<file path="src/rtl/acc_rmw_ctrl_pkg.sv">
// Shared types and default sizes for the histogram read-modify-write controller.
// Latency: none (declarations only); backpressure: n/a.
package acc_rmw_ctrl_pkg;

  localparam int DEF_BIT_ADDR_ACC = 19;
  localparam int DEF_BIT_BIN      = 10;

  typedef enum logic [1:0] {
    ST_CLEAR = 2'd0,
    ST_RUN   = 2'd1,
    ST_DRAIN = 2'd2
  } state_t;

endpackage

</file>
<file path="src/rtl/acc_rmw_ctrl_fwd_inc.sv">
// Picks the freshest count for a bin (W, then W2, then RAM) and saturating-increments it.
// Latency: combinational; backpressure: none.
module acc_fwd_inc
  import acc_rmw_ctrl_pkg::*;
#(
  parameter int BIT_ADDR_ACC = DEF_BIT_ADDR_ACC,
  parameter int BIT_BIN      = DEF_BIT_BIN
) (
  input  logic [BIT_BIN-1:0]      i_s1_bin,
  input  logic [BIT_ADDR_ACC-1:0] i_ram_rdata,
  input  logic                    i_w_vld,
  input  logic [BIT_BIN-1:0]      i_w_bin,
  input  logic [BIT_ADDR_ACC-1:0] i_w_dat,
  input  logic                    i_w2_vld,
  input  logic [BIT_BIN-1:0]      i_w2_bin,
  input  logic [BIT_ADDR_ACC-1:0] i_w2_dat,
  output logic [BIT_ADDR_ACC-1:0] o_new_dat,
  output logic                    o_sat
);

  logic [BIT_ADDR_ACC-1:0] w_old;

  // W is newer than W2, so it wins when both hit the same bin.
  always_comb begin
    w_old = i_ram_rdata;
    if (i_w_vld && (i_w_bin == i_s1_bin)) begin
      w_old = i_w_dat;
    end else if (i_w2_vld && (i_w2_bin == i_s1_bin)) begin
      w_old = i_w2_dat;
    end
  end

  assign o_sat     = &w_old;
  assign o_new_dat = o_sat ? w_old : (w_old + BIT_ADDR_ACC'(1));

endmodule

</file>
<file path="src/rtl/acc_rmw_ctrl.sv">
// Histogram bin counter: read-modify-write over a 1-cycle RAM with clear sweep.
// Latency: accept to RAM write 2 cycles; backpressure: sample_ready low outside RUN or when start_clear.
module acc_rmw_ctrl
  import acc_rmw_ctrl_pkg::*;
#(
  parameter int BIT_ADDR_ACC = DEF_BIT_ADDR_ACC,
  parameter int BIT_BIN      = DEF_BIT_BIN
) (
  input  logic                    clk,
  input  logic                    clr_n,
  input  logic                    start_clear,
  input  logic                    sample_valid,
  input  logic [BIT_BIN-1:0]      sample_bin,
  output logic                    sample_ready,
  output logic                    ram_re,
  output logic [BIT_BIN-1:0]      ram_raddr,
  input  logic [BIT_ADDR_ACC-1:0] ram_rdata,
  output logic                    ram_we,
  output logic [BIT_BIN-1:0]      ram_waddr,
  output logic [BIT_ADDR_ACC-1:0] ram_wdata,
  output logic                    busy,
  output logic                    clear_done,
  output logic                    sat_flag
);

  typedef struct packed {
    logic               vld;
    logic [BIT_BIN-1:0] bin;
  } s1_t;

  typedef struct packed {
    logic                    vld;
    logic [BIT_BIN-1:0]      bin;
    logic [BIT_ADDR_ACC-1:0] dat;
  } wr_t;

  localparam logic [BIT_BIN-1:0] LAST_BIN = '1;

  state_t             r_state;
  logic [BIT_BIN-1:0] r_addr;
  logic               r_clr_act;
  s1_t                r_s1;
  wr_t                r_w;
  wr_t                r_w2;
  logic               r_done;
  logic               r_sat;

  logic                    w_accept;
  logic                    w_sweep;
  logic [BIT_ADDR_ACC-1:0] w_new;
  logic                    w_sat;

  assign sample_ready = (r_state == ST_RUN) && !start_clear;
  assign w_accept     = sample_valid && sample_ready;
  assign ram_re       = w_accept;
  assign ram_raddr    = sample_bin;

  // r_clr_act holds the sweep off for the first cycle out of reset so ram_we stays low in reset.
  assign w_sweep   = (r_state == ST_CLEAR) && r_clr_act;
  assign ram_we    = w_sweep || r_w.vld;
  assign ram_waddr = w_sweep ? r_addr : r_w.bin;
  assign ram_wdata = w_sweep ? '0 : r_w.dat;

  assign busy       = (r_state != ST_RUN);
  assign clear_done = r_done;
  assign sat_flag   = r_sat;

  acc_fwd_inc #(
    .BIT_ADDR_ACC (BIT_ADDR_ACC),
    .BIT_BIN      (BIT_BIN)
  ) u_fwd_inc (
    .i_s1_bin    (r_s1.bin),
    .i_ram_rdata (ram_rdata),
    .i_w_vld     (r_w.vld),
    .i_w_bin     (r_w.bin),
    .i_w_dat     (r_w.dat),
    .i_w2_vld    (r_w2.vld),
    .i_w2_bin    (r_w2.bin),
    .i_w2_dat    (r_w2.dat),
    .o_new_dat   (w_new),
    .o_sat       (w_sat)
  );

  always_ff @(posedge clk or negedge clr_n) begin
    if (!clr_n) begin
      r_state   <= ST_CLEAR;
      r_addr    <= '0;
      r_clr_act <= 1'b0;
      r_s1      <= '0;
      r_w       <= '0;
      r_w2      <= '0;
      r_done    <= 1'b0;
      r_sat     <= 1'b0;
    end else begin
      r_clr_act <= 1'b1;
      r_done    <= 1'b0;
      r_s1.vld  <= w_accept;
      r_s1.bin  <= sample_bin;
      r_w.vld   <= r_s1.vld;
      r_w.bin   <= r_s1.bin;
      r_w.dat   <= w_new;
      r_w2      <= r_w;
      if (r_s1.vld && w_sat) begin
        r_sat <= 1'b1;
      end

      case (r_state)
        ST_RUN: begin
          if (start_clear) begin
            r_state <= ST_DRAIN;
          end
        end
        ST_DRAIN: begin
          if (!r_s1.vld && !r_w.vld) begin
            r_state <= ST_CLEAR;
            r_addr  <= '0;
            r_w2    <= '0;
          end
        end
        ST_CLEAR: begin
          // Zero-writes must never feed the forwarding path.
          r_w  <= '0;
          r_w2 <= '0;
          if (start_clear) begin
            r_addr <= '0;
          end else if (r_clr_act) begin
            if (r_addr == LAST_BIN) begin
              r_state <= ST_RUN;
              r_addr  <= '0;
              r_done  <= 1'b1;
              r_sat   <= 1'b0;
            end else begin
              r_addr <= r_addr + BIT_BIN'(1);
            end
          end
        end
        default: begin
          r_state <= ST_CLEAR;
        end
      endcase
    end
  end

endmodule

</file>
<file path="config.mk">
export PLATFORM = sky130hd
export DESIGN_NAME = acc_rmw_ctrl
export DESIGN_NICKNAME = d
export VERILOG_FILES = /design/src/rtl/acc_rmw_ctrl_pkg.sv /design/src/rtl/acc_rmw_ctrl_fwd_inc.sv /design/src/rtl/acc_rmw_ctrl.sv
export SDC_FILE = /design/constraint.sdc
export NUM_CORES = 1
export LEC_CHECK = 0
export BUFFER_PORTS_ARGS = -buffer_cell sky130_fd_sc_hd__buf_2
export CORE_ASPECT_RATIO = 1.2
export CORE_MARGIN = 5
export CORE_UTILIZATION = 31
export CTS_CLUSTER_SIZE = 30
export DETAILED_ROUTE_END_ITERATION = 8
export PLACE_DENSITY_LB_ADDON = 0.2
export REMOVE_ABC_BUFFERS = 1
export SLEW_MARGIN = 20
export SYNTH_ARGS = -nofsm -noshare
export SYNTH_HDL_FRONTEND = slang
export SYNTH_SLANG_ARGS = --single-unit
</file>
<file path="constraint.sdc">
create_clock -name clk -period 7.5 [get_ports clk]
set_clock_uncertainty 0.2 [all_clocks]
set_input_delay 0.75 -clock clk [delete_from_list [all_inputs] [get_ports clk]]
set_output_delay 0.75 -clock clk [all_outputs]
set_load 0.005 [all_outputs]
</file>
# After elaboration in Yosys (flattened, before gate mapping)
# Cells that the tools add are included.
# op_classes
n_lt_le_gt_ge	0
multipliers	0
eq_ne	12
bitwise_logic	0
n_reduce_logical	16
muxes	28
shifts	0
n_div	0
n_addsub	2
# ops
operator	n
2-to-1 mux 19 bit	4
2-to-1 mux 30 bit	2
case mux 30 bit (2 select lines)	1
2-to-1 mux 10 bit	5
== test 10 bit	2
case mux 10 bit (2 select lines)	1
adder 19 x 1 -> 19 bit (second input constant)	1
AND reduction 19 bit	1
adder 10 x 1 -> 10 bit (second input constant)	1
== test 10 bit (second input constant)	1
2-to-1 mux 2 bit	5
2-to-1 mux 1 bit	9
inequality test 2 bit (second input constant)	4
logical AND 1 bit	7
case mux 2 bit (3 select lines)	1
AND reduction 5 bit	1
inequality test 2 x 1 -> 1 bit (second input constant)	2
logical NOT 1 bit	3
inequality test 3 bit (second input constant)	1
AND reduction 3 bit	1
== test 2 x 1 -> 1 bit (second input constant)	1
== test 2 bit (second input constant)	1
logical NOT 2 bit	1
nonzero test 2 bit	1
logical OR 1 bit	1
# word_totals
regBits	86
input_bits	33
mem_count	0
ram_bits	0
rom_bits	0
output_inout_bits	45
latch_bits	0

# Logic depth before layout (Yosys ltp)
# logic_depth
ltp_word	11
mapped_depth	14

# By module
# Synthesis repeated with hierarchy kept, for this count alone.
# unflattened
cells_unflattened	447
area_unflattened_um2	4504.3
# by_module_without_submodules
module	seq_area_each_um2	instances	cells_per_inst	area_per_inst_um2
acc_rmw_ctrl	2152.1	1	264	3273.1
acc_fwd_inc	0.0	1	183	1231.2

# Worst setup path after synthesis
# Ideal clock, no wire load.
# synth_timing
path_type	reg2reg
from	register r_s1[5] (netlist name)
to	register r_w[1] (netlist name)
setup_ns	0.130
slack_ns	4.182
t_arrival_ns	2.988
stages_incl_launch_ff	12
t_required_ns	7.170
path_cell_list	dfrtp_1 xnor2_1 nand4_2 nor3_4 mux2_2 o21ai_0 nand4_1 nor4_4 buf_6 buf_8 mux2i_1 nor2_1
# synth_via
elab_chain_cells	7
elab_cells_between_ends	10
classes_between	add/sub (1); eq/ne (2); mux (4); reduce/logical (3)
# synth_rtl
item	line_no	source
start, declared	acc_rmw_ctrl.sv:42	s1_t r_s1;
== test 10 bit	acc_rmw_ctrl_fwd_inc.sv:28	end else if (i_w2_vld && (i_w2_bin == i_s1_bin)) begin
logical AND 1 bit	acc_rmw_ctrl_fwd_inc.sv:28	
2-to-1 mux 19 bit	acc_rmw_ctrl_fwd_inc.sv:28	
2-to-1 mux 19 bit *	acc_rmw_ctrl_fwd_inc.sv:26	if (i_w_vld && (i_w_bin == i_s1_bin)) begin
adder 19 x 1 -> 19 bit / AND reduction 19 bit (equally long branches)	acc_rmw_ctrl_fwd_inc.sv:34, acc_rmw_ctrl_fwd_inc.sv:33	
2-to-1 mux 19 bit *	acc_rmw_ctrl_fwd_inc.sv:34	assign o_new_dat = o_sat ? w_old : (w_old + BIT_ADDR_ACC'(1));
2-to-1 mux 30 bit *	acc_rmw_ctrl.sv:107	case (r_state)
end, declared	acc_rmw_ctrl.sv:43	wr_t r_w;
# Every way passes the cells marked *; elsewhere a longest branch is shown, timed or not.
# A chain may end at the register's enable or synchronous reset.

# Worst setup path in the final report
# layout_timing
from	register r_s1[1] (netlist name)
to	register r_w[1] (netlist name)
# Same word-level chain as after synthesis.

==> impl_results.md <==
- Status: finished, final reports clean
- Layout area overhead: 17.35%
- Peak supply drop: 0.08295 mV
- Bufs on Longest Clock Path: 2
- Num CTS Buffers: 9
- Top cells by area, synth: dfrtp_1 47%, nor2b_1 6.8%, xnor2_1 4.2%, mux2i_1 3.7%, mux2_2 3.7%
- Final min period: 4142 ps
- Synth Instances: 443
- Vias per std cell: 4.797
- Skew-Pair Late Insertion Delay: 350 ps
- Mux contribution to synthesized area: 7.638%
- Slew Limit Headroom: 41.78%
- Post-CTS Setup Inserts: 0
- Area share of the largest cell type after synthesis: 46.92%
- Initial antenna violation count: 0
- CP required: 7500 ps
- Setup WS post-layout: 3358 ps
- Largest net degree at the start of global routing: 68
- Ports: 78
- Setup-failing EPs final: 0
- Synth Area in Compound Gates: 10.01%
- Die area: 17,340 um2
- Initial core utilization: 31.69%
- Kind of critical path: flop to flop
- Final Cycle Share: 55.23%
- Pleak: 2.435 nW
- NumNets Final: 545
- Antenna diodes: 0
- Post-synthesis simple-gate area fraction: 24.52%
- CTS H-tree depth: 3
- Routed wire length per instance: 15.86 um
- Leading area contributor after synthesis: dfrtp_1
- Gr ovfl total: 0
- Main combinational cell family by area after synthesis: simple AND/OR/NAND/NOR gates
- Ys flop type: dfrtp_1
- First-pass GRT wire length: 18,620 um
- Post-place setup slack: 3072 ps
- Clk sinks: 86
- 1st-iter DRT viols: 161
- Detailed Route WL: 11,340 um
- PwrDens: 191.8 nW/um2
- Synth Area in XOR/XNOR: 4.965%
- CP max FO: 23
- Hold Slack: 75.83 ps
- Hold Violations, Final: 0
- IO buf count: 77
- Clock transition at path regs: 60 ps
- Unrepaired setup endpoints after global routing: false
- Core ar.: 14,470 um2
- Startpoint types: flop
- CTS tree: built
- Remaining antenna violation count after routing: 0
- Post-synth EDFFs: 0
- Yosys reg bits: 86
- Synth Warn #: 0
- Seq/Total Area, Yosys: 46.92%
- Area of the mapped netlist: 4587 um2
- Avg Cell Area, Syn: 10.35 um2
- Post-DP HPWL: 8062 um
- Number of distinct library cells after synthesis: 60
- DRC: 0
- Fmax: 241.4 MHz
- Post_cts resized: 0
- Die Ht: 143.3 um
- Nature of the critical path endpoint: flop
- Critical path arrival: 4140 ps
- RD Place Congestion: 0.8171
- Post-Route Utilization: 37.19%
- Post-CTS Hold Fix Bufs: 0
- Worst-Margin Slew: 872.3 ps
- Layout cells sized above 1: 27.38%
- First drt pass iteration count: 4
- Hold Path Class: input pin to asynchronous set/reset pin
- Post-synthesis adder-cell area fraction: 0.5456%
- Max-Cap Viols: 0
- Post-route setup TNS: 0 ps
- CTS root buffer: clkbuf_16
- Die X: 121.0 um
- Rows: 48
- Final Max Tran Viols: 0
- Total GRT Usage: 13.70%
- Via count: 3,430
- Asr flop ratio synth: 100.0%
- Vias in the first global route: 3,566
## per-layer routing
layer / global-route usage [%] / share of wire [%]
met5: 0 / 0
met2: 22.66 / 47
met1: 17.32 / 45
met4: 4.535 / 2.0
met3: 3.803 / 5.2
## kinds of logic after synthesis
family | Yosys count
AOI/OAI and AO/OA | 71
xor gates and xnor gates | 26
adders and majority gates | 2
buffers and inverters | 33
DFF | 86
muxes | 33
other | 1
and+or+nand+nor | 191
## area by class of cell
class / count / area (um2)
Clock inverter: 7 / 98.84
Fill cell: 1485 / 9091
Tap cell: 200 / 250.2
Multi-Input combinational cell: 324 / 2193
Sequential cell: 86 / 2152
Timing Repair Buffer: 85 / 447.9
Clock buffer: 9 / 225.2
Inverter: 4 / 15.01
## registers in the layout, indices dropped and copies added (netlist names)
name,flops
clear_done,1
r_addr,10
r_clr_act,1
r_s1,11
r_state,2
r_w,30
r_w2,30
sat_flag,1
## power breakdown
| part | switching, mW | leakage, nW | internal [mW] | total, mW |
|---|---|---|---|---|
| logic | 0.0407 | 1.11 | 0.0283 | 0.0690 |
| registers | 0.00547 | 1.17 | 0.469 | 0.474 |
| clock network | 0.196 | 0.156 | 0.293 | 0.489 |
| total | 0.242 | 2.44 | 0.790 | 1.03 |
## path summary, 6_finish.rpt
| check | to | cells after the start | startpoint | slack, ps |
|---|---|---|---|---|
| max | r_w[1]$_DFF_PN0_ | 11 | r_s1[1]$_DFF_PN0_ | 3360 |
| min | r_w2[3]$_DFF_PN0_ | 1 | clr_n | 80 |
| max reg2reg | r_w[1]$_DFF_PN0_ | 11 | r_s1[1]$_DFF_PN0_ | 3360 |
| min reg2reg | sat_flag$_DFF_PN0_ | 2 | sat_flag$_DFF_PN0_ | 300 |
| max in group asynchronous | r_w2[13]$_DFF_PN0_ | 2 | clr_n | 5880 |
| min in group clk | sat_flag$_DFF_PN0_ | 2 | sat_flag$_DFF_PN0_ | 300 |
## placed cells by master, fill, tap and decap left out, types with 3 or more instances in the layout
master and n:
xnor2_1 22, o21a_1 5, o31ai_1 4, nor2_1 26, buf_4 9, nand3_1 13, or4_1 4, nor3_1 4
nand4_1 11, dfrtp_1 86, inv_1 4, clkinv_4 3, or2_2 4, nand2_1 25, o21ai_0 22, and3_1 8
and2_1 17, buf_2 76, o211ai_1 4, clkbuf_16 9, a31oi_1 3, mux2_2 15, a21oi_2 4, a21oi_1 16
mux2i_1 17, xor2_1 4, nor2b_1 49, o21ai_1 4, or3_1 8
## critical path, stage by stage (launching register included)
cell	delay, ps
dfrtp_1	410
xnor2_1	220
nand4_1	240
nor3_4	200
buf_4	370
mux2_2	380
o21ai_0	520
nand4_1	350
nor4_4	540
buf_4	300
mux2i_1	200
nor2_1	50
## per-stage QoR
stage	total power, mW	cells	area (um2)
2_1_floorplan	0.5173	414	4358
3_3_place_gp	0.5525	698	5051
3_5_place_dp	0.5533	698	5051
4_1_cts	1.044	714	5375
5_1_grt	1.073	715	5383
6_report	1.032	715	5383
## cell usage after synthesis, types with 2 or more instances
| cell type | count |
|---|---|
| a21oi_4 | 2 |
| o21ai_1 | 4 |
| o21ai_0 | 22 |
| and3_1 | 8 |
| and2_2 | 2 |
| or2_2 | 4 |
| buf_8 | 2 |
| and2_1 | 17 |
| a21oi_2 | 4 |
| nand2_1 | 25 |
| o31ai_1 | 4 |
| clkbuf_1 | 10 |
| inv_1 | 4 |
| dfrtp_1 | 86 |
| ha_1 | 2 |
| nand2b_1 | 2 |
| nor2_1 | 26 |
| mux2_2 | 15 |
| xnor2_1 | 22 |
| nand4_2 | 2 |
| nor2b_1 | 50 |
| o21a_1 | 5 |
| nand3_1 | 13 |
| or4_1 | 4 |
| nor3_1 | 4 |
| buf_12 | 2 |
| a21oi_1 | 16 |
| nor4_1 | 2 |
| nand4_1 | 11 |
| a31oi_1 | 3 |
| or3_1 | 8 |
| and4_1 | 2 |
| xor2_1 | 4 |
| buf_4 | 11 |
| o211ai_1 | 4 |
| mux2i_1 | 17 |
Power figures use the tool's default switching activity.
